**src/rtl/cache_ctrl.sv**
```systemverilog
// cache_ctrl: sequencing controller for a 2-way, 128-set, one-word-per-line
// write-through / no-write-allocate cache.
//
// Ports:
//   clk, rst            clock, synchronous active-high reset
//   cpu_*               CPU request side. Handshake: the CPU raises cpu_req
//                       with cpu_we/cpu_addr/cpu_wdata stable and holds them
//                       until cpu_ready (a one-cycle pulse, registered) is
//                       seen; cpu_rdata is valid in the cpu_ready cycle.
//                       cpu_busy is high whenever the controller is not idle.
//   arr_*               cache array: arr_addr indexes the array, hit/valid
//                       and rdata come back combinationally; arr_we is a
//                       one-cycle write strobe into way arr_way.
//   mem_*               main memory: mem_req (with mem_we/addr/wdata) is held
//                       until the one-cycle mem_ack; mem_rdata valid with ack.
//   hit_count/miss_count saturating lookup statistics.
module cache_ctrl #(
  parameter int ADDR_W   = 32,
  parameter int DATA_W   = 32,
  parameter int SET_BITS = 7,
  parameter int CNT_W    = 16
) (
  input  logic              clk,
  input  logic              rst,
  input  logic              cpu_req,
  input  logic              cpu_we,
  input  logic [ADDR_W-1:0] cpu_addr,
  input  logic [DATA_W-1:0] cpu_wdata,
  output logic [DATA_W-1:0] cpu_rdata,
  output logic              cpu_ready,
  output logic              cpu_busy,
  output logic [ADDR_W-1:0] arr_addr,
  input  logic              arr_hit0,
  input  logic              arr_hit1,
  input  logic              arr_valid0,
  input  logic              arr_valid1,
  input  logic [DATA_W-1:0] arr_rdata,
  output logic              arr_we,
  output logic              arr_way,
  output logic [DATA_W-1:0] arr_wdata,
  output logic              mem_req,
  output logic              mem_we,
  output logic [ADDR_W-1:0] mem_addr,
  output logic [DATA_W-1:0] mem_wdata,
  input  logic [DATA_W-1:0] mem_rdata,
  input  logic              mem_ack,
  output logic [CNT_W-1:0]  hit_count,
  output logic [CNT_W-1:0]  miss_count
);

  typedef enum logic [2:0] {
    IDLE   = 3'd0,
    LOOKUP = 3'd1,
    MEM_RD = 3'd2,
    FILL   = 3'd3,
    MEM_WR = 3'd4
  } state_t;

  localparam int NSETS = 1 << SET_BITS;
  localparam logic [CNT_W-1:0] CNT_ONE = 1;

  state_t              state, state_nx;
  logic                req_we;
  logic [ADDR_W-1:0]   req_addr;
  logic [DATA_W-1:0]   req_wdata;
  logic [DATA_W-1:0]   fill_data;
  // lru[s] names the way to evict next in set s.
  logic [NSETS-1:0]    lru;
  logic [SET_BITS-1:0] set_idx;
  logic                hit;
  logic                hit_way;
  logic                victim;

  assign set_idx = req_addr[SET_BITS+1:2];
  assign hit     = arr_hit0 | arr_hit1;
  assign hit_way = arr_hit1;
  // Empty ways are filled before anything is evicted.
  assign victim  = !arr_valid0 ? 1'b0 : (!arr_valid1 ? 1'b1 : lru[set_idx]);

  // The latched request drives both the array index and the memory port.
  assign arr_addr  = req_addr;
  assign mem_addr  = req_addr;
  assign mem_wdata = req_wdata;
  assign cpu_busy  = (state != IDLE);
  assign mem_req   = (state == MEM_RD) || (state == MEM_WR);
  assign mem_we    = (state == MEM_WR);

  always_comb begin
    state_nx  = state;
    arr_we    = 1'b0;
    arr_way   = 1'b0;
    arr_wdata = req_wdata;
    case (state)
      IDLE:   if (cpu_req) state_nx = LOOKUP;
      LOOKUP: begin
        if (hit) begin
          if (req_we) begin
            arr_we   = 1'b1;
            arr_way  = hit_way;
            state_nx = MEM_WR;
          end else begin
            state_nx = IDLE;
          end
        end else begin
          state_nx = req_we ? MEM_WR : MEM_RD;
        end
      end
      MEM_RD: if (mem_ack) state_nx = FILL;
      FILL: begin
        arr_we    = 1'b1;
        arr_way   = victim;
        arr_wdata = fill_data;
        state_nx  = IDLE;
      end
      MEM_WR: if (mem_ack) state_nx = IDLE;
      default: state_nx = IDLE;
    endcase
  end

  always_ff @(posedge clk) begin
    if (rst) begin
      state      <= IDLE;
      req_we     <= 1'b0;
      req_addr   <= '0;
      req_wdata  <= '0;
      fill_data  <= '0;
      cpu_rdata  <= '0;
      cpu_ready  <= 1'b0;
      lru        <= '0;
      hit_count  <= '0;
      miss_count <= '0;
    end else begin
      state     <= state_nx;
      cpu_ready <= 1'b0;
      case (state)
        IDLE: begin
          if (cpu_req) begin
            req_we    <= cpu_we;
            req_addr  <= cpu_addr;
            req_wdata <= cpu_wdata;
          end
        end
        LOOKUP: begin
          if (hit) begin
            if (hit_count != '1) hit_count <= hit_count + CNT_ONE;
            lru[set_idx] <= ~hit_way;
            if (!req_we) begin
              cpu_rdata <= arr_rdata;
              cpu_ready <= 1'b1;
            end
          end else begin
            if (miss_count != '1) miss_count <= miss_count + CNT_ONE;
          end
        end
        MEM_RD: if (mem_ack) fill_data <= mem_rdata;
        FILL: begin
          cpu_rdata    <= fill_data;
          cpu_ready    <= 1'b1;
          lru[set_idx] <= ~victim;
        end
        MEM_WR: if (mem_ack) cpu_ready <= 1'b1;
        default: ;
      endcase
    end
  end

endmodule

```
**config.mk**
```make
export PLATFORM = sky130hd
export DESIGN_NAME = cache_ctrl
export DESIGN_NICKNAME = d
export VERILOG_FILES = /design/src/rtl/cache_ctrl.sv
export SDC_FILE = /design/constraint.sdc
export NUM_CORES = 1
export LEC_CHECK = 0
export ABC_CLOCK_PERIOD_IN_PS = 4340
export CAP_MARGIN = 30
export CELL_PAD_IN_SITES_DETAIL_PLACEMENT = 1
export CELL_PAD_IN_SITES_GLOBAL_PLACEMENT = 2
export CORE_ASPECT_RATIO = 1.2
export CORE_MARGIN = 2
export CORE_UTILIZATION = 31
export CTS_CLUSTER_DIAMETER = 200
export DETAILED_ROUTE_END_ITERATION = 10
export HOLD_SLACK_MARGIN = 0.05
export PLACE_DENSITY = 0.89
export SLEW_MARGIN = 20
export SYNTH_ARGS = -nofsm -noshare
export SYNTH_HDL_FRONTEND = slang
export SYNTH_SLANG_ARGS = --single-unit
```
**constraint.sdc**
```tcl
create_clock -name clk -period 4.34 [get_ports clk]
set_input_delay 0.868 -clock clk [delete_from_list [all_inputs] [get_ports clk]]
set_output_delay 0.868 -clock clk [all_outputs]
set_load 0.02 [all_outputs]
```
; ---- Yosys cells after proc, flatten, opt, wreduce, memory -nomap -nowiden
; Index checks and enable logic that the tools add are counted.
[op_classes]
n_mux = 31
n_lt_le_gt_ge = 2
n_eq_ne = 11
n_reduce_logical = 12
addsub = 2
bitwise_logic = 4
[op_table]
columns = op, n
row1 = $bwmux W128, 2
row2 = $pmux W128 S2, 1
row3 = $mux W128, 1
row4 = $mux W32, 3
row5 = $pmux W32 S2, 1
row6 = $add A16 B1 Y16 const B, 2
row7 = $ne A16 B16 Y1 const B, 2
row8 = $mux W3, 6
row9 = $pmux W3 S4, 1
row10 = $reduce_and A3 Y1, 4
row11 = $mux W1, 11
row12 = $lt A7 B8 Y1 const B, 1
row13 = $ne A2 B2 Y1 const B, 4
row14 = $bmux W1 S7, 1
row15 = $demux W1 S7, 1
row16 = $ge A7 B1 Y1 const B, 1
row17 = $eq A3 B2 Y1 const B, 2
row18 = $reduce_and A2 Y1, 3
row19 = $pmux W1 S2, 2
row20 = $eq A3 B1 Y1 const B, 1
row21 = $eq A3 B3 Y1 const B, 1
row22 = $logic_not A3 Y1, 1
row23 = $not A1 Y1, 3
row24 = $pmux W1 S3, 1
row25 = other kinds (6), 6
[word_totals]
word_cells = 72
reg_bits = 293
input_bits = 137
output_inout_bits = 198

; ---- Depth between registers and ports, before layout
; Gate-level depths: netlist of the first run.
[logic_depth]
depth_word = 7
mapped_depth = 11
ltp_nobuf = 7

; ---- Worst setup path after synthesis of the first run
; Ideal clock, no wire load.
[synth_timing]
kind = flip-flop to output port
start = register req_addr[6] (netlist: arr_addr[6])
end = output port arr_way
setup_slack_ns = 1.464
stages_incl_launch_ff = 9
n_path_buf = 1
t_arrival_ns = 2.008
t_required_ns = 3.472
cell_sequence = dfxtp_1 > nand2b_1 > clkbuf_1 > nor3_1 > a31oi_1 > nand4_1 > nor4_2 > o22a_1 > nor2_1
[synth_via]
elab_chain_len = 5
[synth_lines]
columns = element, line
row1 = from (decl), 64  ; logic [ADDR_W-1:0] req_addr;
row2 = from (signal assigned), 139  ; req_addr <= cpu_addr;
row3 = $bmux W1 S7, 78  ; assign victim = !arr_valid0 ? 1'b0 : (!arr_valid1 ? 1'b1 : lru[set_idx]);
row4 = $mux W1 (implied by the code), 78
row5 = $mux W1 (2 in series), 78
row6 = $pmux W1 S2, 93  ; case (state)
row7 = to (decl), 39  ; output logic arr_way,
; Every way passes these cells. The select of a mux whose other input is x is not followed.

; ---- Worst setup path after layout of the first run
[layout_timing]
start = register req_addr[4] (netlist: arr_addr[4])
end = output port arr_way
; The elaborated chain is that of the path after synthesis.

==> results.md, run 1 <==
* Area grow syn2layout at 35.2%
* Synth warnings at 0
* GRT overflow at 0
* Number of port buffers at 334
* Post-synth top area cell: dfxtp_1
* Clock sinks at 293
* Synth top area cells: dfxtp_1, nand2_1, nand3b_1
* Skew final at 0.0277 ns
* Worst VDD drop at 0.000271 V
* Die height at 234 um
* Tcrit/Tclk final at 90.9%
* Critical Path End Type: primary output
* Final Hold Vio Count at 0
* Seq/Total Area, Yosys at 43.0%
* Share of async-settable or async-resettable flops after synthesis at 0%
* Reg2Reg Setup Slack at 1.43 ns
* Post-Syn Area at 13600 um2
* Busiest grt layer: met2
* Peak Freq at 254 MHz
* Static leakage at 6.19 nW
* Clock Tree Buf Depth at 3
* Post-DP HPWL at 38.1 mm
* Final instance area at 18400 um2
* Clk slew on worst S/H paths at 0.06 ns
* Design Power at 6.66 mW
* Slew at the pin with the worst max-slew slack at 1.03 ns
* Num CTS Buffers at 35
* H-tree depth at 2
* WL/cell at 22.1 um
* Synth cell types at 49
* Setup TNS at 0 ns
* Number of global-route vias before repair at 14100
* Pre-CTS setup slack at 0.345 ns
* Clk root buf: clkbuf_16
* GR Layer Usage met1 at 27.5%
* Post-route ant nets at 0
* Met3 Track Usage GR at 6.11%
* Prevailing post-synth register cell: dfxtp_1
* EDFF count, synth at 0
* Setup ws final at 0.397 ns
* Most common cell in the netlist: nand2_1
* Via/cell ratio at 5.33
* CP Launch Type: flop
* Tot GR Track Use at 23.7%
* Vias at 13400
* Initial antenna violation count at 2
* Effective utilization at floorplan at 31.3%
* DRC viols at 0
* Mapped Nets at 1824
* Yosys top cell area share at 43.0%
* Mapped Cells at 1685
* CTS tree: yes
* Largest net degree at the start of global routing at 200
* CP Data Required Time at 3.47 ns
* Clock Latency Late Sink at 0.56 ns
* I/O Pins at 335
* GR met2 Demand/Resource at 42.0%
* Max-Cap Viols at 0
* Status: finished, final reports clean
* Minimum clock period at 3.94 ns
* Placer Congestion at 0.848
* Power per cell area at 361 nW/um2
* HP Class: flop to flop
* Unrepaired setup endpoints after global routing: false
* CORE AREA at 43600 um2
* Number of core rows at 84
* CP Data Arrival Time at 3.08 ns
* Post-CTS Hold Fix Bufs at 0
* Number of nets in the final layout at 2080
* DIE WIDTH at 195 um
* Layout cell share with drive strength beyond 1 at 6.73%
* Fin util at 42.3%
* DRT Wirelength at 55.8 mm
* Post-synth top cells: nand2_1, dfxtp_1, nand3b_1
* Initial DRC count at 828
* Synth Area per Inst at 8.09 um2
* Final setup fails at 0
* Die Footprint at 45700 um2
* Placed inst area at 17200 um2
* Slew Viols, Final at 0
* Pre-Repair DR Iteration Count at 5
* Synth Register Bits at 293
* Slew margin rel. at 31.4%
* Maximum fanout along the worst path at 25
* Path type of the worst setup path: flop to primary output
* First-pass GRT wire length at 84.2 mm
layout by cell type (no fill, tap or decap), types with 8 or more instances in the layout:
| cell | count |
|---|---|
| nand2_1 | 494 |
| clkdlybuf4s50_1 | 332 |
| dfxtp_1 | 291 |
| nand3b_1 | 133 |
| o31ai_1 | 119 |
| a21oi_1 | 108 |
| nor2_1 | 86 |
| mux2i_1 | 63 |
| buf_4 | 38 |
| clkbuf_16 | 36 |
| a311oi_1 | 32 |
| o22ai_1 | 24 |
| o21ai_0 | 18 |
| xor2_1 | 18 |
| nand4_1 | 12 |
| nor3_1 | 11 |
| nand3_1 | 11 |
| o31ai_2 | 10 |
| clkbuf_8 | 10 |
| nand2b_1 | 8 |
sequential cells by signal, summed over array words and instances, names as in the netlist:
signal and flops:
mem_wdata 32, arr_addr 32, fill_data 32, cpu_ready 1, miss_count 16, req_we 1
hit_count 16, cpu_rdata 32, state 3, lru 128
final timing paths:
| kind | depth (start not counted) | to | from |
|---|---|---|---|
| worst min-delay path | 2 | fill_data[28]$_SDFFE_PP0P_ | fill_data[28]$_SDFFE_PP0P_ |
| worst min register to register | 2 | fill_data[28]$_SDFFE_PP0P_ | fill_data[28]$_SDFFE_PP0P_ |
| worst max-delay path | 10 | arr_way | arr_addr[4]$_SDFFE_PP0P_ |
| worst max register to register | 10 | lru[79]$_SDFFE_PP0P_ | arr_addr[4]$_SDFFE_PP0P_ |
kinds of logic after synthesis:
kind of cell,Yosys count,synth area share [%]
multiplexers,63,4.62
flip-flops,293,43.0
AO/OA/AOI/OAI,328,16.2
buffers and inverters,169,6.73
adder cells (fa/ha/maj),2,0.183
AND/OR/NAND/NOR,805,27.6
XOR/XNOR,25,1.61
layer usage:
metal,share of wire [%],up-vias
li1,-,6323
met1,40,6609
met2,50,402
met3,6.6,110
met4,3.4,4
met5,0.047,-
timing repair:
item,in CTS,in global routing
buffers inserted,2,2
setup endpoints to repair,1,1
resized for setup,3,3
endpoints found under the hold margin,0,0
gates cloned,0,0
layout make-up:
class,instances,area (um2)
clock buffers,51,1050
fillers,5106,25200
flip-flops and latches,293,5870
multi-input cells,1223,6880
clock inverters,6,73.8
repair buffers,383,3830
inverters,5,18.8
diodes,1,2.50
well taps,559,699
worst max-delay path, stage by stage, from the launching register on:
cell and delay (ns):
dfxtp_1 0.43, buf_8 0.25, nand3b_1 0.14, a21boi_1 0.08
o41ai_2 0.33, nand4_1 0.23, nor4_2 0.39, buf_4 0.22
o22a_1 0.15, nor2_1 0.05, dlymetal6s2s_1 0.24
where the power goes:
group / switching (mW) / internal (mW)
registers: 0.0636 / 2.76
logic: 0.483 / 0.410
clock network: 1.22 / 1.73
total: 1.76 / 4.90
metrics by stage:
stage / hold slack, ns / std cells
2_1_floorplan: 0.437 / 1685
3_3_place_gp: 0.442 / 2457
3_5_place_dp: 0.453 / 2457
4_1_cts: 0.462 / 2516
5_1_grt: 0.485 / 2520
6_report: 0.456 / 2521
Power figures use the tool's default switching activity.
==> run 2: changes to the inputs <==
- CTS_CLUSTER_DIAMETER: 200 -> 50
==> run 2 against run 1 <==
  * Sequential cell count unchanged
  * Clock power up 9.2%
  * Setup slack better by 0.0097 ns
  * Highest routed layer unchanged
  * Critical endpoint unchanged
  * Critical path type unchanged
  * Critical path depth unchanged
  * Utilization up 0.31 points
==> results.md, run 2 (synthesized netlist as in run 1, its figures left out) <==
* Status: finished, final reports clean (unchanged)
* Largest net degree at the start of global routing at 200 (unchanged)
* Via/cell ratio at 5.30 (was 5.33)
* Final setup fails at 0 (unchanged)
* Peak Freq at 254 MHz (about the same)
* Fill cells at 5101 (was 5106)
* CP Data Arrival Time at 3.07 ns (was 3.08 ns)
* Clock sinks at 293 (unchanged)
* DRT Wirelength at 55.8 mm (about the same)
* Max-Cap Viols at 0 (unchanged)
* CORE AREA at 43600 um2 (unchanged)
* Slew at the pin with the worst max-slew slack at 1.03 ns (about the same)
* Switching Fraction at 26.8% (was 26.5%)
* Pre-CTS setup slack at 0.345 ns (unchanged)
* Num CTS Buffers at 38 (was 35)
* Critical Path End Type: primary output (unchanged)
* DIE WIDTH at 195 um (unchanged)
* Slew margin rel. at 31.2% (was 31.4%)
* CTS tree: yes (unchanged)
* DP Cell Count at 2457 (unchanged)
* Most common cell after layout, fill and taps aside: nand2_1 (unchanged)
* GRT overflow at 0 (unchanged)
* Design Power at 6.93 mW (was 6.66 mW)
* WL/cell at 22.0 um (was 22.1 um)
* Setup ws final at 0.407 ns (was 0.397 ns)
* Post-route ant nets at 0 (unchanged)
* Max reg flops at 128 (unchanged)
* DRC viols at 0 (unchanged)
* Post-DP HPWL at 38.1 mm (unchanged)
* Number of nets in the final layout at 2082 (was 2080)
* Area grow syn2layout at 36.1% (was 35.2%)
* Power share of the clock group at 46.4% (was 44.2%)
* Post-CTS Hold Fix Bufs at 0 (unchanged)
* HP Class: flop to flop (unchanged)
* Path type of the worst setup path: flop to primary output (unchanged)
* Gate power share at 12.8% (was 13.4%)
* Power per cell area at 373 nW/um2 (was 361 nW/um2)
* Vias at 13400 (about the same)
* First-pass GRT wire length at 84.3 mm (was 84.2 mm)
* CP Launch Type: flop (unchanged)
* Setup TNS at 0 ns (unchanged)
* Clk slew on worst S/H paths at 0.05 ns (was 0.06 ns)
* Clock Latency Late Sink at 0.54 ns (was 0.56 ns)
* Final Hold Vio Count at 0 (unchanged)
* Minimum clock period at 3.93 ns (was 3.94 ns)
* CP Data Required Time at 3.47 ns (about the same)
* Number of port buffers at 334 (unchanged)
* Tcrit/Tclk final at 90.6% (was 90.9%)
* Tot GR Track Use at 23.6% (was 23.7%)
* Pint at 5.07 mW (was 4.90 mW)
* Static leakage at 6.25 nW (was 6.19 nW)
* Post-route non-filler standard cell count at 2533 (was 2521)
* Clk root buf: clkbuf_16 (unchanged)
* Effective utilization at floorplan at 31.3% (unchanged)
* P_sw at 1.86 mW (was 1.76 mW)
* Die height at 234 um (unchanged)
* Commonest non-fill, non-tap cells in the layout: nand2_1, clkdlybuf4s50_1, dfxtp_1, nand3b_1, o31ai_1 (unchanged)
* Pre-Repair DR Iteration Count at 5 (unchanged)
* I/O Pins at 335 (unchanged)
* Worst VDD drop at 0.000218 V (was 0.000271 V)
* Initial antenna violation count at 2 (unchanged)
* Number of global-route vias before repair at 14100 (about the same)
* H-tree depth at 2 (unchanged)
* Layout cell share with drive strength beyond 1 at 7.20% (was 6.73%)
* Skew final at 0.0202 ns (was 0.0277 ns)
* Die Footprint at 45700 um2 (unchanged)
* Maximum fanout along the worst path at 19 (was 25)
* Top reg by flops: lru (unchanged)
* Slew Viols, Final at 0 (unchanged)
* Placer Congestion at 0.848 (unchanged)
* Reg2Reg Setup Slack at 1.39 ns (was 1.43 ns)
* Number of core rows at 84 (unchanged)
* Initial DRC count at 786 (was 828)
* Clock Tree Buf Depth at 3 (unchanged)
* Sequential share of power at 40.7% (was 42.4%)
* Unrepaired setup endpoints after global routing: false (unchanged)
==> run 2: layer usage <==
metal  track usage, %  share of wire (%)  up-vias
li1                 -                  -     6334
met1             27.2                 40     6600
met2             42.6                 50      401
met3             6.40                6.8       96
met4             7.59                2.8        4
met5                0              0.054        -
==> run 2: critical path, cell delays in order (launching register included) <==
cell,delay [ns]
dfxtp_4,0.53
buf_12,0.23
mux2i_1,0.27
o22ai_1,0.10
o21ai_0,0.18
a41oi_1,0.19
nor4_2,0.36
buf_4,0.21
o22a_1,0.15
nor2_1,0.05
dlymetal6s2s_1,0.24
==> run 2: repair_timing <==
| item | in CTS | in global routing |
|---|---|---|
| resized for setup | 3 | 3 |
| endpoints found under the setup margin | 1 | 1 |
| buffers inserted | 2 | 0 |
| gates cloned | 0 | 0 |
==> run 2: worst paths after layout <==
kind / start / to / depth (start not counted)
max: arr_addr[2]$_SDFFE_PP0P_ / arr_way / 10
min: fill_data[28]$_SDFFE_PP0P_ / fill_data[28]$_SDFFE_PP0P_ / 2
max reg2reg: arr_addr[2]$_SDFFE_PP0P_ / lru[100]$_SDFFE_PP0P_ / 10
min reg2reg: fill_data[28]$_SDFFE_PP0P_ / fill_data[28]$_SDFFE_PP0P_ / 2
==> run 2: power groups by stage <==
stage	logic (mW)	registers, mW	clock network, mW
after floorplan	0.379	2.93	0
after global placement	0.863	2.88	0
after detailed placement	0.873	2.89	0
after CTS	0.892	2.82	3.29
after global routing	0.947	2.83	3.38
final	0.888	2.82	3.22
==> run 2: cell type report <==
type	count	area, um2	area share (%)
multi-input combinational	1223	6880	37.1
antenna	1	2.50	0.0135
inverter	5	18.8	0.101
sequential	293	5870	31.6
clock buffer	51	1050	5.65
tap	559	699	3.77
clock inverter	19	218	1.17
timing repair buffer	382	3820	20.6
==> run 2: stage by stage <==
step,area (um2),hold WS [ns],utilization [%]
6_report,18600,0.455,42.6
3_3_place_gp,17200,0.442,39.4
5_1_grt,18600,0.484,42.6
2_1_floorplan,13600,0.437,-
3_5_place_dp,17200,0.453,39.4
4_1_cts,18500,0.461,42.4
==> run 3: changes to the inputs <==
- REMOVE_ABC_BUFFERS: default -> 1
==> run 3 against run 2 <==
  * Routed wire length fell by 4.7%
  * Critical path type unchanged
  * Largest cell class unchanged
  * Global-route usage fell by 0.95 points
  * Highest routed layer is now met4
  * Utilization fell by 0.33 points
==> results.md, run 3 (synthesized netlist as in run 1, its figures left out) <==
* Switching Fraction at 26.1% (was 26.8%)
* Pre-Repair DR Iteration Count at 5 (unchanged)
* Setup TNS at 0 ns (unchanged)
* H-tree depth at 2 (unchanged)
* Unrepaired setup endpoints after global routing: false (unchanged)
* Die height at 234 um (unchanged)
* I/O Pins at 335 (unchanged)
* CP Data Required Time at 3.47 ns (about the same)
* CORE AREA at 43600 um2 (unchanged)
* Max reg flops at 128 (unchanged)
* Critical R2R Launch: arr_addr[2]$_SDFFE_PP0P_ (unchanged)
* Number of port buffers at 334 (unchanged)
* CP Launch Type: flop (unchanged)
* CP Data Arrival Time at 3.33 ns (was 3.07 ns)
* Reg-to-reg critical path endpoint: lru[83]$_SDFFE_PP0P_ (was lru[100]$_SDFFE_PP0P_)
* Post-route ant nets at 0 (unchanged)
* Pre-CTS setup slack at 0.224 ns (was 0.345 ns)
* Worst path top cell family by delay: simple AND/OR/NAND/NOR gates (was buffers and inverters)
* DRT Wirelength at 53.2 mm (was 55.8 mm)
* Maximum fanout along the worst path at 10 (was 19)
* Setup ws final at 0.144 ns (was 0.407 ns)
* Clock Tree Buf Depth at 3 (unchanged)
* Post-DP HPWL at 36.9 mm (was 38.1 mm)
* Cell at the slowest stage of the critical path: clkdlybuf4s50_1 (was dfxtp_4)
* Via/cell ratio at 5.29 (was 5.30)
* Tcrit/Tclk final at 96.7% (was 90.6%)
* Worst VDD drop at 0.000249 V (was 0.000218 V)
* Num CTS Buffers at 35 (was 38)
* Most common cell after layout, fill and taps aside: nand2_1 (unchanged)
* Placer Congestion at 0.838 (was 0.848)
* Slew margin rel. at 34.1% (was 31.2%)
* Critical Path End Type: primary output (unchanged)
* Initial DRC count at 652 (was 786)
* Commonest non-fill, non-tap cells in the layout: nand2_1, clkdlybuf4s50_1, dfxtp_1, nand3b_1, o31ai_1 (unchanged)
* Minimum clock period at 4.20 ns (was 3.93 ns)
* Final Hold Vio Count at 0 (unchanged)
* Die Footprint at 45700 um2 (unchanged)
* CTS tree: yes (unchanged)
* Slew Viols, Final at 0 (unchanged)
* Skew final at 0.0242 ns (was 0.0202 ns)
* Worst path bufs/invs at 2 (was 3)
* CP startpoint: arr_addr[6]$_SDFFE_PP0P_ (was arr_addr[2]$_SDFFE_PP0P_)
* Power per cell area at 359 nW/um2 (was 373 nW/um2)
* Post-CTS Hold Fix Bufs at 0 (unchanged)
* Layout cell share with drive strength beyond 1 at 6.97% (was 7.20%)
* Capture point of the worst path: arr_way (unchanged)
* Number of nets in the final layout at 2083 (was 2082)
* Sequential share of power at 42.6% (was 40.7%)
* Clk root buf: clkbuf_16 (unchanged)
* Pint at 4.89 mW (was 5.07 mW)
* Critical path depth in cells at 9 (was 10)
* Area grow syn2layout at 35.1% (was 36.1%)
* Number of core rows at 84 (unchanged)
* Cell Chain, Critical Path: nand2b_1, nor3_1, nand3_1, nand4_1, nor4_2, buf_4, o22a_1, nor2_1, clkdlybuf4s50_1 (was buf_12, mux2i_1, o22ai_1, o21ai_0, a41oi_1, nor4_2, buf_4, o22a_1, nor2_1, dlymetal6s2s_1)
* Min-Delay Startpoint: fill_data[21]$_SDFFE_PP0P_ (was fill_data[28]$_SDFFE_PP0P_)
* Reg2Reg Setup Slack at 1.35 ns (was 1.39 ns)
* DRC viols at 0 (unchanged)
* Number of global-route vias before repair at 13700 (was 14100)
* Clk slew on worst S/H paths at 0.06 ns (was 0.05 ns)
* Static leakage at 6.17 nW (was 6.25 nW)
* Path type of the worst setup path: flop to primary output (unchanged)
* Worst path max stage delay at 0.64 ns (was 0.53 ns)
* Clock Latency Late Sink at 0.54 ns (about the same)
* HP Class: flop to flop (unchanged)
* Status: finished, final reports clean (unchanged)
* Largest net degree at the start of global routing at 129 (was 200)
* Clock sinks at 293 (unchanged)
* DIE WIDTH at 195 um (unchanged)
* Vias at 13400 (about the same)
* Tot GR Track Use at 22.7% (was 23.6%)
* Final setup fails at 0 (unchanged)
* Gate power share at 13.3% (was 12.8%)
* Top reg by flops: lru (unchanged)
* First-pass GRT wire length at 81.5 mm (was 84.3 mm)
* Power share of the clock group at 44.1% (was 46.4%)
* GRT overflow at 0 (unchanged)
* Effective utilization at floorplan at 31.3% (unchanged)
* Slew at the pin with the worst max-slew slack at 0.987 ns (was 1.03 ns)
* Max-Cap Viols at 0 (unchanged)
* WL/cell at 21.0 um (was 22.0 um)
* P_sw at 1.73 mW (was 1.86 mW)
* Initial antenna violation count at 5 (was 2)
* Fin util at 42.2% (was 42.6%)
* Peak Freq at 238 MHz (was 254 MHz)
* Worst r2r path cells at 10 (unchanged)
run 3: changes by cell type in the layout (fill, tap and decap cells not counted), moves of 2 or more:
cell      before  now
buf_4         37   44
buf_8          5    1
clkbuf_8       6    4
dfxtp_4        1    3
diode_2        1    3
inv_6          3    0
inv_8          2    0
run 3: layout make-up:
class	count	area, um2
inverter	5	18.8
clock buffer	48	997
multi-input combinational	1223	6890
antenna	3	7.51
tap	559	699
sequential	293	5880
clock inverter	11	119
fill	5097	25200
timing repair buffer	386	3820
run 3: worst min path at each step:
stage | endpoint | depth (start not counted)
floorplan | fill_data[0]$_SDFFE_PP0P_ | 2
global placement | fill_data[18]$_SDFFE_PP0P_ | 2
detailed placement | fill_data[29]$_SDFFE_PP0P_ | 2
CTS | fill_data[21]$_SDFFE_PP0P_ | 2
global route | fill_data[13]$_SDFFE_PP0P_ | 2
finish | fill_data[21]$_SDFFE_PP0P_ | 2
run 3: routing by layer:
| metal | wire length, um | part of all wire (%) | up-vias | GRT usage, % |
|---|---|---|---|---|
| li1 | - | - | 6338 | - |
| met1 | 22300 | 42 | 6545 | 27.1 |
| met2 | 26200 | 49 | 398 | 40.6 |
| met3 | 3150 | 5.9 | 96 | 4.34 |
| met4 | 1590 | 3.0 | 0 | 7.92 |
| met5 | 0 | 0 | - | 0 |
run 3: worst min-delay path, stage by stage, from the launching register on:
cell and delay (ns):
dfxtp_1 0.31, nand2_1 0.05, a21oi_1 0.05
run 3: stage by stage:
step | hold slack [ns] | power [mW] | cell area [um2] | std cells
5_1_grt | 0.476 | 6.85 | 18400 | 2526
6_report | 0.454 | 6.62 | 18400 | 2528
3_3_place_gp | 0.442 | 3.74 | 17200 | 2460
2_1_floorplan | 0.431 | 3.24 | 12700 | 1521
4_1_cts | 0.458 | 6.68 | 18400 | 2520
3_5_place_dp | 0.448 | 3.76 | 17200 | 2460
run 3: power groups by stage:
| stage | clock [mW] | sequential, mW | combinational (mW) |
|---|---|---|---|
| floorplan | 0 | 2.98 | 0.259 |
| global placement | 0 | 2.88 | 0.857 |
| detailed placement | 0 | 2.89 | 0.868 |
| CTS | 2.97 | 2.83 | 0.881 |
| global route | 3.08 | 2.83 | 0.935 |
| finish | 2.92 | 2.82 | 0.880 |
run 3: repair_timing:
item                       CTS  global route
gates resized for setup      5             2
setup endpoints to repair    1             1
buffers inserted             1             4
